## config.mk

```make
export PLATFORM = sky130hd
export DESIGN_NAME = mdu_hilo
export DESIGN_NICKNAME = d
export VERILOG_FILES = /design/src/rtl/mdu_hilo.sv
export SDC_FILE = /design/constraint.sdc
export NUM_CORES = 1
export LEC_CHECK = 0
export CORE_MARGIN = 4
export CORE_UTILIZATION = 45
export DETAILED_ROUTE_END_ITERATION = 8
export HOLD_SLACK_MARGIN = 0.12
export PLACE_DENSITY_LB_ADDON = 0.12
export RECOVER_POWER = 50
export SLEW_MARGIN = 20
export SYNTH_ARGS = -nofsm -noshare
export SYNTH_HDL_FRONTEND = slang
export SYNTH_SLANG_ARGS = --single-unit
```

## constraint.sdc

```tcl
create_clock -name MDU_clk -period 5.5 [get_ports MDU_clk]
set_input_delay 1.1 -clock MDU_clk [delete_from_list [all_inputs] [get_ports MDU_clk]]
set_output_delay 1.1 -clock MDU_clk [all_outputs]
set_load 0.02 [all_outputs]
```

## src/rtl/mdu_hilo.sv

```systemverilog
// Iterative multiply/divide unit with architectural HI/LO registers.
// Radix-2 shift-add multiply and restoring divide, 33-cycle latency, single-cycle MTHI/MTLO.
module mdu_hilo #(
    parameter int unsigned WIDTH = 32,
    parameter int unsigned CNT_W = 6
) (
    input  logic             MDU_clk,
    input  logic             MDU_rst_n,
    input  logic             MDU_start,
    input  logic [2:0]       MDU_op,
    input  logic [WIDTH-1:0] MDU_a,
    input  logic [WIDTH-1:0] MDU_b,
    output logic             MDU_busy,
    output logic             MDU_done,
    output logic [WIDTH-1:0] MDU_hi,
    output logic [WIDTH-1:0] MDU_lo
);

    localparam int unsigned PW = 2 * WIDTH;

    typedef enum logic [1:0] {S_IDLE, S_RUN, S_FIX} state_e;

    state_e             state_q, state_d;
    logic [CNT_W-1:0]   cnt_q, cnt_d;
    logic [WIDTH-1:0]   hi_q, hi_d, lo_q, lo_d;
    logic               busy_q, busy_d, done_q, done_d;
    logic               is_div_q, is_div_d;
    logic               neg_q, neg_d;
    logic               neg_a_q, neg_a_d;
    logic [WIDTH-1:0]   m_q, m_d;
    logic [WIDTH-1:0]   a_raw_q, a_raw_d;
    logic [PW-1:0]      p_q, p_d;

    logic               sgn;
    logic [WIDTH-1:0]   a_abs, b_abs;
    logic [WIDTH-1:0]   mul_add;
    logic [WIDTH:0]     mul_sum;
    logic [PW-1:0]      mul_next;
    logic [WIDTH:0]     rem_sh, rem_diff;
    logic [PW-1:0]      div_next;
    logic [PW-1:0]      prod_fix;
    logic [WIDTH-1:0]   quot, rem, quot_fix, rem_fix;

    assign MDU_busy = busy_q;
    assign MDU_done = done_q;
    assign MDU_hi   = hi_q;
    assign MDU_lo   = lo_q;

    // Operand conditioning and one iteration of each datapath
    always_comb begin
        sgn   = ~MDU_op[0];
        a_abs = (sgn && MDU_a[WIDTH-1]) ? -MDU_a : MDU_a;
        b_abs = (sgn && MDU_b[WIDTH-1]) ? -MDU_b : MDU_b;

        // Multiply: P = {acc, multiplier}; add multiplicand to acc when LSB set, shift right.
        mul_add  = p_q[0] ? m_q : '0;
        mul_sum  = {1'b0, p_q[PW-1:WIDTH]} + {1'b0, mul_add};
        mul_next = {mul_sum, p_q[WIDTH-1:1]};

        // Divide: P = {remainder, dividend/quotient}; shift left, trial-subtract divisor.
        rem_sh   = {p_q[PW-1:WIDTH], p_q[WIDTH-1]};
        rem_diff = rem_sh - {1'b0, m_q};
        div_next = rem_diff[WIDTH] ? {rem_sh[WIDTH-1:0], p_q[WIDTH-2:0], 1'b0}
                                   : {rem_diff[WIDTH-1:0], p_q[WIDTH-2:0], 1'b1};

        prod_fix = neg_q ? -p_q : p_q;
        quot     = p_q[WIDTH-1:0];
        rem      = p_q[PW-1:WIDTH];
        quot_fix = neg_q ? -quot : quot;
        rem_fix  = neg_a_q ? -rem : rem;
    end

    // Next-state and register updates
    always_comb begin
        state_d  = state_q;
        cnt_d    = cnt_q;
        hi_d     = hi_q;
        lo_d     = lo_q;
        busy_d   = busy_q;
        done_d   = 1'b0;
        is_div_d = is_div_q;
        neg_d    = neg_q;
        neg_a_d  = neg_a_q;
        m_d      = m_q;
        a_raw_d  = a_raw_q;
        p_d      = p_q;

        case (state_q)
            S_IDLE: begin
                if (MDU_start) begin
                    if (!MDU_op[2]) begin
                        is_div_d = MDU_op[1];
                        neg_a_d  = sgn & MDU_a[WIDTH-1];
                        neg_d    = sgn & (MDU_a[WIDTH-1] ^ MDU_b[WIDTH-1]);
                        m_d      = MDU_op[1] ? b_abs : a_abs;
                        p_d      = {WIDTH'(0), (MDU_op[1] ? a_abs : b_abs)};
                        a_raw_d  = MDU_a;
                        cnt_d    = '0;
                        busy_d   = 1'b1;
                        state_d  = S_RUN;
                    end else if (MDU_op == 3'b100) begin
                        hi_d = MDU_a;
                    end else if (MDU_op == 3'b101) begin
                        lo_d = MDU_a;
                    end
                end
            end
            S_RUN: begin
                p_d   = is_div_q ? div_next : mul_next;
                cnt_d = cnt_q + CNT_W'(1);
                if (cnt_q == CNT_W'(WIDTH - 1)) begin
                    state_d = S_FIX;
                end
            end
            S_FIX: begin
                if (!is_div_q) begin
                    {hi_d, lo_d} = prod_fix;
                end else if (m_q == '0) begin
                    // Divide by zero: all-ones quotient, dividend passed through as remainder
                    lo_d = '1;
                    hi_d = a_raw_q;
                end else begin
                    lo_d = quot_fix;
                    hi_d = rem_fix;
                end
                busy_d  = 1'b0;
                done_d  = 1'b1;
                state_d = S_IDLE;
            end
            default: state_d = S_IDLE;
        endcase
    end

    always_ff @(posedge MDU_clk or negedge MDU_rst_n) begin
        if (!MDU_rst_n) begin
            state_q  <= S_IDLE;
            cnt_q    <= '0;
            hi_q     <= '0;
            lo_q     <= '0;
            busy_q   <= 1'b0;
            done_q   <= 1'b0;
            is_div_q <= 1'b0;
            neg_q    <= 1'b0;
            neg_a_q  <= 1'b0;
            m_q      <= '0;
            a_raw_q  <= '0;
            p_q      <= '0;
        end else begin
            state_q  <= state_d;
            cnt_q    <= cnt_d;
            hi_q     <= hi_d;
            lo_q     <= lo_d;
            busy_q   <= busy_d;
            done_q   <= done_d;
            is_div_q <= is_div_d;
            neg_q    <= neg_d;
            neg_a_q  <= neg_a_d;
            m_q      <= m_d;
            a_raw_q  <= a_raw_d;
            p_q      <= p_d;
        end
    end

endmodule

```

### After elaboration in Yosys (flattened, before gate mapping)

Index checks and enable logic that the tools add are counted.

| word-level totals | value |
|---|---|
| register bits | 205 |
| input port bits | 70 |
| output and inout port bits | 66 |
| word-level logic and storage cells | 86 |

| cells by class | value |
|---|---|
| add/sub/neg operators | 8 |
| equality and inequality tests | 12 |
| mux-type cells | 37 |
| bitwise gates (word level) | 5 |
| reduce and logical (&&, ||, !) cells | 12 |

Operators with widths:

| kind | number |
|---|---|
| two-way mux 32 bit | 18 |
| two-way mux 64 bit | 5 |
| negation 32 bit | 4 |
| one-hot mux 32 bit (2 select lines) | 2 |
| one-hot mux 64 bit (2 select lines) | 1 |
| negation 64 bit | 1 |
| adder 32 x 32 -> 33 bit | 1 |
| subtractor 33 x 32 -> 33 bit | 1 |
| zero test 32 bit | 1 |
| != test 2 bit (second input constant) | 7 |
| two-way mux 6 bit | 2 |
| one-hot mux 6 bit (2 select lines) | 1 |
| AND reduction 3 bit | 4 |
| adder 6 x 1 -> 6 bit (second input constant) | 1 |
| equality test 3 bit (second input constant) | 2 |
| equality test 6 x 5 -> 1 bit (second input constant) | 1 |
| two-way mux 2 bit | 3 |
| AND reduction 5 bit | 1 |
| one-hot mux 2 bit (2 select lines) | 1 |
| AND reduction 4 bit | 1 |
| nonzero test 2 bit | 2 |
| two-way mux 1 bit | 3 |
| AND 1 bit | 2 |
| equality test 2 x 1 -> 1 bit (second input constant) | 1 |
| other kinds (6) | 8 |

### Longest topological paths before layout

| depth | value |
|---|---|
| word-level depth | 7 |
| gate-level depth with buffers | 15 |
| mapped depth without buffers | 14 |

### Worst setup path before layout

OpenSTA, ideal clock, no wires.

| timing path | value |
|---|---|
| path kind | input to register |
| start | input port MDU_a[1] |
| end | register p_q[31] |
| arrival time | 3450 ps |
| slack | 1972 ps |
| stages on the path | 10 |
| path through | or3_1 > or3_1 > or4_1 > nor3_2 > and3_1 > a21oi_1 > nor2b_1 > mux2i_1 > a211oi_1 > o21bai_1 |

| on the way | value |
|---|---|
| longest elaborated chain between the ends | 6 |

RTL lines:

| item | RTL line | RTL |
|---|---|---|
| from (decl) | 11 | `input logic [WIDTH-1:0] MDU_a,` |
| negation 32 bit | 52 | `a_abs = (sgn && MDU_a[WIDTH-1]) ? -MDU_a : MDU_a;` |
| two-way mux 32 bit | 52 |  |
| two-way mux 32 bit | 96 | `p_d = {WIDTH'(0), (MDU_op[1] ? a_abs : b_abs)};` |
| two-way mux 64 bit | 91 | `if (!MDU_op[2]) begin` |
| two-way mux 64 bit | 90 | `if (MDU_start) begin` |
| one-hot mux 64 bit (2 select lines) | 88 | `case (state_q)` |
| to (signal assigned) | 160 | `p_q <= p_d;` |
| to (decl) | 32 | `logic [PW-1:0] p_q, p_d;` |

Every way passes these cells. The select of a mux whose other input is x is not followed.
A chain may end at the register's enable or synchronous reset.

### Worst setup path in the final report

| timing path | value |
|---|---|
| start | register p_q[0] |
| end | register p_q[62] |

| on the way | value |
|---|---|
| longest elaborated chain between the ends | 4 |

RTL lines:

| item | RTL line | RTL |
|---|---|---|
| two-way mux 32 bit | 56 | `mul_add = p_q[0] ? m_q : '0;` |
| adder 32 x 32 -> 33 bit | 57 | `mul_sum = {1'b0, p_q[PW-1:WIDTH]} + {1'b0, mul_add};` |
| two-way mux 64 bit | 109 | `p_d = is_div_q ? div_next : mul_next;` |
| one-hot mux 64 bit (2 select lines) | 88 |  |

Every way passes these cells.

==> flow_metrics.env <==
export IMPL_via_count_of_the_first_global_routing_pass=15700
export IMPL_most_common_library_cell_in_the_layout_ignoring_fill_and_taps="sky130_fd_sc_hd__nand2_1"
export IMPL_areaGrowthSynthToFinish_pct=14.4
export IMPL_pwr_density_cell_mw_per_mm2=682
export IMPL_hp_start="a_raw_q[26]$_DFFE_PN0P_"
export IMPL_drt_drc_violations_left=0
export IMPL_synthCells=2205
export IMPL_clkLatencyLatePin_ns=0.56
export IMPL_placement_rows=70
export IMPL_relSlewSlack=-0.793
export IMPL_totalNegativeSetupSlack_ns=0
export IMPL_core_region_area_mm2=0.0370
export IMPL_final_cycle_utilization_of_the_critical_path=0.838
export IMPL_p_leak_nw=8.06
export IMPL_fillCellCount=3616
export IMPL_final_layout_size_suffix_gt1_frac=0.0516
export IMPL_rsz_0062_raised_after_global_routing="no"
export IMPL_cts_repair_resized=0
export IMPL_start_kind="flop"
export IMPL_reg2reg_slack_ns=0.89
export IMPL_tritoncts_clock_tree="yes"
export IMPL_antenna_violating_nets_post_route=0
export IMPL_die_x_um=202
export IMPL_finalSetupViolations=0
export IMPL_route_final_wire_length_um=62600
export IMPL_yosysSeqAreaShare=0.302
export IMPL_grtUsageTotal=0.295
export IMPL_setup_worst_path_start="p_q[0]$_DFFE_PN0P_"
export IMPL_critical_path_peak_fanout=16
export IMPL_tritoncts_num_sinks=205
export IMPL_worst_setup_path_end_kind="flop"
export IMPL_postCtsSetupRepairBufs=0
export IMPL_num_nets_final=2370
export IMPL_place_worst_setup_slack_ns=1.04
export IMPL_clock_tree_htree_level_count=1
export IMPL_worstReg2RegEnd="p_q[62]$_DFFE_PN0P_"
export IMPL_hold_viol_final=0
export IMPL_tritoncts_num_buffers=27
export IMPL_cp_data_required_time_ns=5.94
export IMPL_worst_clock_skew_ns=0.0117
export IMPL_grt_start_max_net_pins=119
export IMPL_syn_avg_cell_area_um2=7.72
export IMPL_number_of_antenna_violations_at_the_first_check_in_global_routing=0
export IMPL_post_route_min_period_ns=4.61
export IMPL_yosysUniqueCellTypes=80
export IMPL_max_clock_path_buffers=3
export IMPL_design_portCount=136
export IMPL_dr_total_vias=16800
export IMPL_postSynth_topFlopCell="sky130_fd_sc_hd__dfrtp_1"
export IMPL_grt_pass1_wl_um=95500
export IMPL_peakVddDrop_uv=436
export IMPL_die_area_mm2=0.0410
export IMPL_synth_edf_count=0
export IMPL_seqCellArea_mm2=0.00514
export IMPL_cts_clk_slew_worst_paths_ns=0.06
export IMPL_worst_endpoint_arrival_ns=5.04
export IMPL_violations_in_the_final_reports="max-capacitance violations, max-slew violations"
export IMPL_drt_first_pass_iters=5
export IMPL_detail_route_wl_per_cell_um=22.7
export IMPL_hpwlAfterDp_um=46100
export IMPL_ys_warnings_count=0
export IMPL_multiInputGateArea_mm2=0.0110
export IMPL_synth_async_sr_flop_share=1.00
export IMPL_cts_hold_repair_buffers=0
export IMPL_globalplace_congestion=0.957
export IMPL_postLayoutCellArea_mm2=0.0195
export IMPL_number_of_synthesized_register_bits=205
export IMPL_postPlaceCellArea_mm2=0.0186
export IMPL_antennaDiodeCount=0
export IMPL_crit_path_end="p_q[62]$_DFFE_PN0P_"
export IMPL_count_of_buffers_inserted_at_the_top_level_ports=135
export IMPL_drv_max_cap_violation_count=4
export IMPL_reg2reg_depth=13
export IMPL_outcome="finished, violations left"
export IMPL_timing_worst_slew_pin_value_ns=2.69
export IMPL_setup_worst_path_class="reg2reg"
export IMPL_start_util=0.460
export IMPL_route_detailed_vias_per_inst=6.10
export IMPL_grt_ovfl_total=0
export IMPL_fin_total_pwr_mw=13.3
export IMPL_achievable_frequency_mhz=217
export IMPL_worstReg2RegStart="p_q[0]$_DFFE_PN0P_"
export IMPL_chipHeight_um=202
export IMPL_clock_root_buffer="sky130_fd_sc_hd__clkbuf_16"
export IMPL_final_setup_worst_slack_ns=0.892
export IMPL_first_iter_violations=1853
export IMPL_drv_slew=339
export IMPL_post_synthesis_net_count=2346
export IMPL_mapped_area_mm2=0.0170
export IMPL_holdCritPathClass="reg2reg"
export IMPL_most_frequent_cells_in_the_layout="sky130_fd_sc_hd__nand2_1, sky130_fd_sc_hd__dfrtp_1, sky130_fd_sc_hd__o21ai_0"
-- cell usage after synthesis (4+ instances only) --
| cell type | n | share of area |
|---|---|---|
| sky130_fd_sc_hd__or3_1 | 26 | 0.0096 |
| sky130_fd_sc_hd__nand2b_1 | 26 | 0.0096 |
| sky130_fd_sc_hd__o21bai_1 | 8 | 0.0035 |
| sky130_fd_sc_hd__a2111oi_0 | 4 | 0.0021 |
| sky130_fd_sc_hd__o21a_1 | 13 | 0.0057 |
| sky130_fd_sc_hd__nand3_1 | 26 | 0.0076 |
| sky130_fd_sc_hd__o31ai_1 | 28 | 0.012 |
| sky130_fd_sc_hd__a211oi_1 | 70 | 0.031 |
| sky130_fd_sc_hd__nor2_1 | 199 | 0.044 |
| sky130_fd_sc_hd__a21oi_1 | 180 | 0.053 |
| sky130_fd_sc_hd__nor2b_1 | 19 | 0.0070 |
| sky130_fd_sc_hd__or4_1 | 8 | 0.0035 |
| sky130_fd_sc_hd__o221ai_1 | 13 | 0.0067 |
| sky130_fd_sc_hd__and2_1 | 11 | 0.0040 |
| sky130_fd_sc_hd__o221a_2 | 8 | 0.0053 |
| sky130_fd_sc_hd__dfrtp_1 | 205 | 0.30 |
| sky130_fd_sc_hd__a21o_1 | 29 | 0.013 |
| sky130_fd_sc_hd__nor3_1 | 45 | 0.013 |
| sky130_fd_sc_hd__a22oi_1 | 20 | 0.0088 |
| sky130_fd_sc_hd__clkbuf_1 | 144 | 0.032 |
| sky130_fd_sc_hd__nand2_1 | 293 | 0.065 |
| sky130_fd_sc_hd__o41ai_1 | 6 | 0.0031 |
| sky130_fd_sc_hd__or2_2 | 6 | 0.0022 |
| sky130_fd_sc_hd__a311oi_1 | 4 | 0.0021 |
| sky130_fd_sc_hd__o22ai_1 | 42 | 0.015 |
| sky130_fd_sc_hd__and3_1 | 8 | 0.0029 |
| sky130_fd_sc_hd__buf_1 | 13 | 0.0029 |
| sky130_fd_sc_hd__a21boi_0 | 5 | 0.0022 |
| sky130_fd_sc_hd__nor4_1 | 24 | 0.0088 |
| sky130_fd_sc_hd__xor2_1 | 98 | 0.050 |
| sky130_fd_sc_hd__o21ai_0 | 199 | 0.059 |
| sky130_fd_sc_hd__mux2i_1 | 41 | 0.024 |
| sky130_fd_sc_hd__nand4_1 | 14 | 0.0051 |
| sky130_fd_sc_hd__buf_2 | 7 | 0.0021 |
| sky130_fd_sc_hd__inv_1 | 73 | 0.016 |
| sky130_fd_sc_hd__xnor2_1 | 103 | 0.053 |
| sky130_fd_sc_hd__ha_1 | 69 | 0.051 |
| sky130_fd_sc_hd__a31oi_1 | 22 | 0.0081 |
| sky130_fd_sc_hd__mux2_2 | 5 | 0.0033 |
| sky130_fd_sc_hd__o211ai_1 | 24 | 0.011 |
-- metrics by stage --
| stage | hold WS [ns] | util | cells |
|---|---|---|---|
| floorplan | 0.436 | - | 2205 |
| global placement | 0.453 | 0.503 | 2704 |
| detailed placement | 0.464 | 0.503 | 2704 |
| CTS | 0.474 | 0.528 | 2753 |
| global route | 0.492 | 0.527 | 2753 |
| finish | 0.473 | 0.527 | 2753 |
-- cell families after synthesis --
| family | Yosys count | synth area share |
|---|---|---|
| buf+inv | 242 | 0.0553 |
| flops | 205 | 0.302 |
| simple gates | 727 | 0.197 |
| compound gates | 713 | 0.263 |
| xor+xnor | 201 | 0.103 |
| mux | 46 | 0.0274 |
| fa+ha+maj | 71 | 0.0531 |
-- cell type report --
type                       instances  share of cell area
clock buffer                      39              0.0411
clock inverter                    10             0.00476
inverter                          73              0.0141
multi-input combinational       1758               0.563
sequential                       205               0.264
tap                              504              0.0324
timing repair buffer             164              0.0802
-- where the power goes --
part | switching, mW | total [mW] | internal, mW | leakage (nW)
Combinational | 4.74 | 8.14 | 3.40 | 5.14
Clock | 0.729 | 1.78 | 1.05 | 0.430
Sequential | 1.13 | 3.36 | 2.23 | 2.50
Total | 6.59 | 13.3 | 6.69 | 8.06
-- layer usage --
layer  share of wire  global-route usage  up-vias
li1                -                   -     7931
met1            0.44               0.416     8026
met2            0.42               0.442      707
met3           0.095              0.0680      129
met4           0.043               0.114        0
met5               0                   0        -
-- flip-flops by register name, summed over array words and instances (netlist names) --
name	cells
is_div_q	1
neg_a_q	1
MDU_hi	32
m_q	32
state_q	2
MDU_done	1
neg_q	1
cnt_q	6
MDU_lo	32
p_q	64
a_raw_q	32
MDU_busy	1
-- worst max-delay path: stages, from the launching register on --
cell and delay (ns):
sky130_fd_sc_hd__dfrtp_1 0.50, sky130_fd_sc_hd__inv_1 0.64, sky130_fd_sc_hd__nor2_1 0.13, sky130_fd_sc_hd__ha_1 0.27
sky130_fd_sc_hd__a211oi_1 0.42, sky130_fd_sc_hd__nor4_1 0.14, sky130_fd_sc_hd__o21bai_1 0.16, sky130_fd_sc_hd__o211ai_1 0.22
sky130_fd_sc_hd__o41a_1 0.42, sky130_fd_sc_hd__a2111oi_0 0.82, sky130_fd_sc_hd__o21ai_0 0.30, sky130_fd_sc_hd__xor2_1 0.20
sky130_fd_sc_hd__o21ai_0 0.20, sky130_fd_sc_hd__nor2_1 0.06
-- how the worst min path moves through the flow --
| stage | end | cells after the start |
|---|---|---|
| 6_report | a_raw_q[26]$_DFFE_PN0P_ | 2 |
| 5_1_grt | a_raw_q[9]$_DFFE_PN0P_ | 2 |
| 4_1_cts | state_q[1]$_DFFE_PN0P_ | 1 |
| 3_5_place_dp | a_raw_q[8]$_DFFE_PN0P_ | 2 |
| 3_3_place_gp | state_q[1]$_DFFE_PN0P_ | 1 |
| 2_1_floorplan | state_q[1]$_DFFE_PN0P_ | 1 |
Note: power is estimated with default switching activity, not from simulation.
